<file path="config.mk">
export PLATFORM = sky130hd
export DESIGN_NAME = pc_unit_flat
export DESIGN_NICKNAME = d
export VERILOG_FILES = /design/src/rtl/pc_unit_if.sv /design/src/rtl/pc_unit.sv /design/src/flat_wrapper.sv
export SDC_FILE = /design/constraint.sdc
export NUM_CORES = 1
export LEC_CHECK = 0
export BUFFER_PORTS_ARGS = -buffer_cell sky130_fd_sc_hd__buf_2
export CELL_PAD_IN_SITES_DETAIL_PLACEMENT = 0
export CELL_PAD_IN_SITES_GLOBAL_PLACEMENT = 1
export CORE_ASPECT_RATIO = 0.8
export CORE_MARGIN = 1.5
export CORE_UTILIZATION = 40
export DETAILED_ROUTE_END_ITERATION = 16
export HOLD_SLACK_MARGIN = 0.05
export PLACE_DENSITY = 0.72
export SETUP_SLACK_MARGIN = 0.15
export SLEW_MARGIN = 20
export SYNTH_ARGS = -nofsm -noshare
export SYNTH_HDL_FRONTEND = slang
export SYNTH_SLANG_ARGS = --single-unit
</file>
<file path="constraint.sdc">
create_clock -name clk -period 5.2 [get_ports clk]
set_input_delay 1.56 -clock clk [delete_from_list [all_inputs] [get_ports clk]]
set_output_delay 1.56 -clock clk [all_outputs]
set_load 0.1 [all_outputs]
</file>
<file path="src/rtl/pc_unit_if.sv">
// Request/response bundle between the fetch controller and pc_unit.
// The master drives redirect requests; the slave (pc_unit) returns pc and RAS status.
interface pc_unit_if #(
  parameter int XLEN      = 32,
  parameter int RAS_DEPTH = 4
);
  localparam int CNT_W = $clog2(RAS_DEPTH) + 1;

  logic             stall;
  logic             trap_valid;
  logic [XLEN-1:0]  trap_pc;
  logic             branch_valid;
  logic [XLEN-1:0]  branch_pc;
  logic             branch_is_call;
  logic             ret_valid;
  logic [XLEN-1:0]  pc;
  logic [CNT_W-1:0] ras_count;
  logic             ras_overflow;
  logic             ras_underflow;

  modport master (
    output stall, trap_valid, trap_pc, branch_valid, branch_pc, branch_is_call, ret_valid,
    input  pc, ras_count, ras_overflow, ras_underflow
  );

  modport slave (
    input  stall, trap_valid, trap_pc, branch_valid, branch_pc, branch_is_call, ret_valid,
    output pc, ras_count, ras_overflow, ras_underflow
  );
endinterface

</file>
<file path="src/rtl/pc_unit.sv">
// Fetch program counter with trap > stall > branch > return > sequential priority
// and a circular return-address stack that drops its oldest entry when full.
module pc_unit #(
  parameter int              XLEN         = 32,
  parameter logic [XLEN-1:0] RESET_VECTOR = '0,
  parameter int              INC_BYTES    = 4,
  parameter int              RAS_DEPTH    = 4
) (
  input logic        clk,
  input logic        rst,
  pc_unit_if.slave   bus
);
  localparam int              IDX_W      = $clog2(RAS_DEPTH);
  localparam int              CNT_W      = IDX_W + 1;
  localparam logic [XLEN-1:0] ALIGN_MASK = ~(XLEN'(INC_BYTES - 1));
  localparam logic [CNT_W-1:0] FULL      = CNT_W'(RAS_DEPTH);

  function automatic logic [XLEN-1:0] align(input logic [XLEN-1:0] x);
    return x & ALIGN_MASK;
  endfunction

  logic [XLEN-1:0]  pc_q, pc_d;
  logic [IDX_W-1:0] top_q, top_d;
  logic [CNT_W-1:0] cnt_q, cnt_d;
  logic             ovf_q, ovf_d;
  logic             unf_q, unf_d;
  logic             push_en;
  logic [XLEN-1:0]  seq;
  logic [XLEN-1:0]  ras_q [RAS_DEPTH];

  assign seq = pc_q + XLEN'(INC_BYTES);

  always_comb begin
    pc_d    = pc_q;
    top_d   = top_q;
    cnt_d   = cnt_q;
    ovf_d   = 1'b0;
    unf_d   = 1'b0;
    push_en = 1'b0;
    if (bus.trap_valid) begin
      pc_d  = align(bus.trap_pc);
      cnt_d = '0;
    end else if (bus.stall) begin
      pc_d = pc_q;
    end else if (bus.branch_valid) begin
      pc_d = align(bus.branch_pc);
      if (bus.branch_is_call) begin
        // When full, advancing top lands on the oldest slot and overwrites it.
        push_en = 1'b1;
        top_d   = top_q + IDX_W'(1);
        if (cnt_q == FULL) ovf_d = 1'b1;
        else               cnt_d = cnt_q + CNT_W'(1);
      end
    end else if (bus.ret_valid) begin
      if (cnt_q != '0) begin
        pc_d  = ras_q[top_q];
        top_d = top_q - IDX_W'(1);
        cnt_d = cnt_q - CNT_W'(1);
      end else begin
        pc_d  = seq;
        unf_d = 1'b1;
      end
    end else begin
      pc_d = seq;
    end
  end

  always_ff @(posedge clk) begin
    if (rst) begin
      pc_q  <= RESET_VECTOR;
      top_q <= '0;
      cnt_q <= '0;
      ovf_q <= 1'b0;
      unf_q <= 1'b0;
    end else begin
      pc_q  <= pc_d;
      top_q <= top_d;
      cnt_q <= cnt_d;
      ovf_q <= ovf_d;
      unf_q <= unf_d;
    end
  end

  // Stack storage carries no reset; only the count decides which entries are live.
  always_ff @(posedge clk) begin
    if (!rst && push_en) ras_q[top_d] <= align(seq);
  end

  assign bus.pc            = pc_q;
  assign bus.ras_count     = cnt_q;
  assign bus.ras_overflow  = ovf_q;
  assign bus.ras_underflow = unf_q;
endmodule

</file>
<file path="src/flat_wrapper.sv">
// flat-port wrapper written by rule: the top's interface ports become plain ports
module pc_unit_flat 
#(
  parameter int              XLEN         = 32,
  parameter logic [XLEN-1:0] RESET_VECTOR = '0,
  parameter int              INC_BYTES    = 4,
  parameter int              RAS_DEPTH    = 4
)
  (clk, rst, bus_stall, bus_trap_valid, bus_trap_pc, bus_branch_valid, bus_branch_pc, bus_branch_is_call, bus_ret_valid, bus_pc, bus_ras_count, bus_ras_overflow, bus_ras_underflow);
  pc_unit_if #(.XLEN(XLEN), .RAS_DEPTH(RAS_DEPTH)) bus_i ();
  input logic clk;
  input logic rst;
  input wire logic [$bits(bus_i.stall)-1:0] bus_stall;
  input wire logic [$bits(bus_i.trap_valid)-1:0] bus_trap_valid;
  input wire logic [$bits(bus_i.trap_pc)-1:0] bus_trap_pc;
  input wire logic [$bits(bus_i.branch_valid)-1:0] bus_branch_valid;
  input wire logic [$bits(bus_i.branch_pc)-1:0] bus_branch_pc;
  input wire logic [$bits(bus_i.branch_is_call)-1:0] bus_branch_is_call;
  input wire logic [$bits(bus_i.ret_valid)-1:0] bus_ret_valid;
  output wire logic [$bits(bus_i.pc)-1:0] bus_pc;
  output wire logic [$bits(bus_i.ras_count)-1:0] bus_ras_count;
  output wire logic [$bits(bus_i.ras_overflow)-1:0] bus_ras_overflow;
  output wire logic [$bits(bus_i.ras_underflow)-1:0] bus_ras_underflow;
  assign bus_i.stall = bus_stall;
  assign bus_i.trap_valid = bus_trap_valid;
  assign bus_i.trap_pc = bus_trap_pc;
  assign bus_i.branch_valid = bus_branch_valid;
  assign bus_i.branch_pc = bus_branch_pc;
  assign bus_i.branch_is_call = bus_branch_is_call;
  assign bus_i.ret_valid = bus_ret_valid;
  assign bus_pc = bus_i.pc;
  assign bus_ras_count = bus_i.ras_count;
  assign bus_ras_overflow = bus_i.ras_overflow;
  assign bus_ras_underflow = bus_i.ras_underflow;
  pc_unit #(.XLEN(XLEN), .RESET_VECTOR(RESET_VECTOR), .INC_BYTES(INC_BYTES), .RAS_DEPTH(RAS_DEPTH)) u_core (.clk(clk), .rst(rst), .bus(bus_i));
endmodule
</file>
== After elaboration in Yosys (flattened, before gate mapping) ==
Memory sizes are Yosys's and may differ from the RTL's. A register that Yosys moved wholly into a read port is not among the register bits.
Cells that the tools add are included.
Widths: inputs -> output; s select.
Cells by class
  $add $sub $neg: 5
  mux-type cells: 25
  eq/ne operators: 4
  bitwise operators: 4
  reduce and logical (&&, ||, !) cells: 9
Operator list (number)
  $mux 32: 5
  $add 32x3->32 const B: 1
  $mux 3: 5
  $mux 2: 7
  $reduce_or 5->1: 2
  $mux 1: 8
  $reduce_and 5->1: 1
  $ne 2x1->1 const B: 2
  $not 1->1: 4
  $reduce_bool 2->1: 2
  $add 3x1->3 const B: 1
  $eq 3x3->1 const B: 1
  $reduce_bool 3->1: 1
  $sub 3x1->3 const B: 1
  $add 2x1->2 const B: 1
  $ne 2x2->1 const B: 1
  $reduce_or 2->1: 1
  $sub 2x1->2 const B: 1
  $logic_and 1x1->1: 1
  $logic_not 1->1: 1
Word-level totals
  bits of input ports: 71
  memories kept: 1
  word-level logic and storage cells: 54
  memory bits (writable): 120
  bits in registers: 39
  output and inout bits: 37
Memory list
  u_core.ras_q: words 4, width 30, read ports 1, clocked after Yosys merged registers in 1, write ports 1, line pc_unit.sv:29  | logic [XLEN-1:0] ras_q [RAS_DEPTH];

== Depth between registers and ports, before layout ==
  depth in word-level cells: 7
  depth in mapped cells: 9
  mapped depth without buffers: 6

== Worst setup path before layout ==
No wires, ideal clock.
  kind: input to register
  from: input port bus_branch_valid
  to: memory u_core.ras_q[3][0] (netlist bit) (enable)
  arrival time: 4.833 ns
  slack: -0.094 ns
  cell stages on the path: 5
  library setup time: 0.461 ns
  buffers on the path: 3
  required time: 4.739 ns
  path through: clkbuf_1 buf_1 clkbuf_1 nand3_1 nor3b_1
Between the ends
  cells in the longest elaborated chain, start to end: 6
  elaborated cells on any way between the ends: 9
  those cells by class: mux: 8; reduce/logical: 1
Ends and longest elaborated chain
  from (decl): line flat_wrapper.sv:16  | input wire logic [$bits(bus_i.branch_valid)-1:0] bus_branch_valid;
  $mux 1: line pc_unit.sv:45  | end else if (bus.branch_valid) begin
  $mux 1: line pc_unit.sv:43  | end else if (bus.stall) begin
  $mux 1: line pc_unit.sv:40  | if (bus.trap_valid) begin
  $logic_and 1x1->1: line pc_unit.sv:86  | if (!rst && push_en) ras_q[top_d] <= align(seq);
  $mux 1: line pc_unit.sv:86
  $mux 1 (not written as such): line pc_unit.sv:86
  to (decl): line pc_unit.sv:29
Several ways; a longest one is shown, not always the timed one.

== Worst setup path in the final report ==
  from: input port rst
  to: memory u_core.ras_q[1][28] (netlist bit) (enable)
Between the ends
  cells in the longest elaborated chain, start to end: 4
Ends and longest elaborated chain
  from (decl): line flat_wrapper.sv:12  | input logic rst;
  $logic_not 1->1: line pc_unit.sv:86
  $logic_and 1x1->1: line pc_unit.sv:86
  $mux 1: line pc_unit.sv:86
  $mux 1 (not written as such): line pc_unit.sv:86
No other way between the ends.

==> results <==
- The critical path class is in2reg.
- The half-perimeter wire length after placement is 13800 um.
- After floorplanning, the core was sized to cover 18400 um^2.
- The layout cell share with drive strength beyond 1 is 0.283.
- Dividing the final minimum period by the clock period gives 0.652.
- Across the VDD grid, the largest voltage drop is 0.187 mV.
- Of all nets on the critical path, the largest fanout is 34.
- The setup clock skew after layout is 7.83 ps.
- The max-cap check violation count is 0.
- Of the total power, the clock network draws 0.383.
- Summed over all layers, the global routing overflow is 0.
- The number of hold buffers added after CTS was 0.
- The total detailed-routing wirelength is 21400 um.
- Setup repair after global routing left no endpoint under its margin.
- The die span in y is 126 um.
- For this block, the via count after detailed routing is 5684.
- For this run, design rule violations remaining after detail routing come to 0.
- The portion of synthesized area spent on multiplexers is 0.0916.
- The CTS buffer count is 17.
- The synthesis-to-finish area growth is 17.3%.
- The initial utilization of the core area, before any placement, comes to 0.413.
- Dividing the synthesized area by the synthesized cell count gives 12.6 um^2.
- The fill cell total of the finished layout is 1662.
- The share of power burned in registers is 0.489.
- The run finished with clean final reports.
- The minimum period implied by the final worst setup slack is 3390 ps.
- The maximum level of the CTS H-tree is 4.
- The share of the Yosys chip area taken by registers is 0.577.
- The number of inserted diodes is 0.
- For this run, the top clock speed supported by timing is 0.295 GHz.
- The placer's final routability congestion estimate is 0.784.
- The initial antenna violation count is 0.
- The launch point of the worst path is rst.
- The floorplan has 44 rows.
- For this run, the number of Yosys warnings is 0.
- The total iterations of the first detailed-routing run is 5.
- The area share of xor/xnor cells in the synthesized design is 0.0264.
- The number of buffer cells added on primary ports is 103.
- Counting every instance in the synthesized netlist gives 604.
- After detailed routing, the number of vias per cell comes to 5.91.
- Setup violations remaining at the end of the flow were counted as 0.
- The pin slew with the least headroom to its limit is 980 ps.
- The critical path required time is 5260 ps.
- The final-report hold violation count is 0.
- In this run the critical register-to-register path is launched from u_core.bus.pc[2].
- The most used flip-flop cell after synthesis is edfxtp_1.
- The path class of the tightest hold or removal check is reg2reg.
- The type of element launching the critical path is an input pin.
- The count of nets left with antenna violations after detail routing is 0.
- Of the total synthesized cell area, the portion taken by full adders, half adders and majority gates is 0.00428.
- For this design, the sink count on the clock tree is 159.
- The clock-pin transition on the worst setup and hold timing paths is 60 ps.
- The max-slew violation total from the final report is 0.
- The via count of the first global-routing pass is 5692.
- Pin placement for this block handled 108 I/O pins.
- The power per cell area is 331 nW/um^2.
- The net switching power of the design is 0.796 mW.
- After clock tree synthesis, the setup repair step added 0 buffers.
- In this run, synthesis inferred 120 flip-flops with an integrated enable.
- Of the total power, the share spent switching nets is 0.270.
- The die area is 19800 um^2.
- Data arrives at the worst endpoint at 3450 ps.
- The area share of and/or/nand/nor cells after synthesis is 0.131.
- At the end of the flow the core is filled with cells to 0.484.
- Internal power comes to 2.16 mW.
- The clock tree from TritonCTS is done.
- Summed over all failing endpoints, the final setup total negative slack is 0 ps.
- The number of gates given a new drive strength after cts is 0.
- The worst setup path is captured at a flip-flop.
- Across every metal layer, demand over resource in global routing totals 0.224.
- The first global-routing pass estimated 32800 um of wire.
- The worst hold path begins at u_core.bus.pc[0].
- In this run the clock root is driven by a clkbuf_16.
- The clock passes through at most 2 buffers.
- The relative contribution of combinational cells to total power is 0.128.
- The largest family of logic cells by synthesized area is compound AO/OA/AOI/OAI gates.
- The analysis attributes to cell leakage a power of 3.09 nW.
- The synthesized-area fraction occupied by ao, oa, aoi and oai cells is 0.132.
- Entering global routing, the biggest net connects 58 pins.
- The net count after synthesis is 677.
- Synthesis inferred 159 register bits.
- For this run, asynchronously set or reset flops after synthesis account for 0.
- For the worst-skew pair, the clock arrives at the later sink with an insertion delay of 420 ps.
- The x dimension of the die is 157 um.
- In this run, the number of DRC markers left after iteration 0 of detailed routing was 530.
- The mean routed wirelength per cell is 22.2 um.
- The relative slew slack is 0.340.
- The unique cell type count in the Yosys netlist is 64.
- After the last flow step, the layout net total stands at 769.
- After synthesis the cells add up to 7590 um^2.
==> placed cells by master (no fill, tap or decap), drive strengths merged, types with 13 or more instances in the layout <==
| master | n |
|---|---|
| buf | 121 |
| edfxtp | 120 |
| nand2 | 49 |
| dfxtp | 39 |
| nor2 | 34 |
| mux4 | 30 |
| a21oi | 25 |
| o21ai | 23 |
| clkbuf | 21 |
| a221oi | 19 |
| nor3 | 19 |
| nand4 | 16 |
| inv | 14 |
| xnor2 | 14 |
| o22ai | 13 |
==> sequential cells by signal, indices dropped and copies added, names as in the netlist <==
signal	flops
u_core.bus.ras_overflow	1
u_core.bus.ras_count	3
u_core.bus.pc	32
u_core.bus.ras_underflow	1
u_core.ras_q	120
u_core.top_q	2
==> metrics by stage <==
stage          instances  hold slack (ps)  cell area [um^2]  power [mW]  worst slack [ps]
2_1_floorplan        604              430              7600        1.73               934
6_report             962              453              8910        2.95              1810
4_1_cts              962              453              8910        2.97              1820
5_1_grt              962              464              8910        3.05              1660
3_3_place_gp         930              434              8370        1.84              1440
3_5_place_dp         930              444              8370        1.85              1390
==> cell usage after synthesis, types with 3 or more instances <==
master | instances | share of area
nand2b_1 | 4 | 0.0033
or2_2 | 11 | 0.0091
or3_1 | 3 | 0.0025
a31oi_1 | 5 | 0.0041
o211ai_1 | 3 | 0.0030
xor2_1 | 8 | 0.0092
nand3_1 | 11 | 0.0072
xnor2_1 | 13 | 0.015
a221o_1 | 4 | 0.0053
o311ai_0 | 4 | 0.0046
o31ai_1 | 3 | 0.0030
a211oi_1 | 3 | 0.0030
o21ai_0 | 23 | 0.015
o31a_1 | 8 | 0.0092
o21a_1 | 4 | 0.0040
and3_1 | 5 | 0.0041
mux4_2 | 30 | 0.089
nand2_1 | 49 | 0.024
edfxtp_1 | 120 | 0.47
o221ai_1 | 7 | 0.0081
and4_1 | 9 | 0.010
a311oi_1 | 7 | 0.0081
clkbuf_1 | 28 | 0.014
buf_1 | 4 | 0.0020
nand4_1 | 15 | 0.012
nor2_1 | 34 | 0.017
o22ai_1 | 13 | 0.011
dfxtp_1 | 39 | 0.10
a21oi_1 | 25 | 0.016
nor4_1 | 9 | 0.0074
buf_2 | 10 | 0.0066
inv_1 | 14 | 0.0069
nor3_1 | 19 | 0.013
a221oi_1 | 19 | 0.022
==> area by class of cell <==
class                           instances  area, um^2  share of cell area
Timing Repair Buffer                  121         651              0.0730
Tap cell                              253         317              0.0355
Clock buffer                           21         440              0.0494
Sequential cell                       159        4390               0.492
Clock inverter                         11        93.8              0.0105
Multi-Input combinational cell        382        2970               0.333
Inverter                               15        56.3             0.00632
==> power groups by stage <==
stage	registers, mW	logic [mW]	clock network, mW
global placement	1.47	0.373	0
floorplan	1.58	0.157	0
CTS	1.44	0.380	1.15
global route	1.45	0.404	1.20
detailed placement	1.47	0.378	0
finish	1.44	0.379	1.13
==> logic make-up after synthesis <==
family	count (synthesis)
and+or+nand+nor	186
muxes	32
xor gates and xnor gates	22
adders and majority gates	2
buffers and inverters	63
DFF	159
AOI/OAI and AO/OA	140
==> worst paths after layout <==
path / endpoint / slack [ps] / cells after the start
worst max-delay path: u_core.ras_q[1][28] / 1810 / 6
worst min-delay path: u_core.bus.pc[0] / 450 / 1
worst max register to register: u_core.ras_q[0][28] / 2250 / 5
worst min register to register: u_core.bus.pc[0] / 450 / 1
==> per-layer routing <==
| metal | up-vias | wire length [um] | GRT usage |
|---|---|---|---|
| met5 | - | 0 | 0 |
| met4 | 0 | 230 | 0.0505 |
| met3 | 14 | 1600 | 0.0557 |
| met2 | 237 | 10200 | 0.363 |
| met1 | 2843 | 9310 | 0.305 |
| li1 | 2590 | - | - |
==> critical path, stage by stage <==
cell and delay, ps:
buf_2 380, nor3_1 260, buf_4 200, nand3_1 240, nor3_4 310, buf_4 460
No activity file was read; power rests on OpenSTA's default activity.
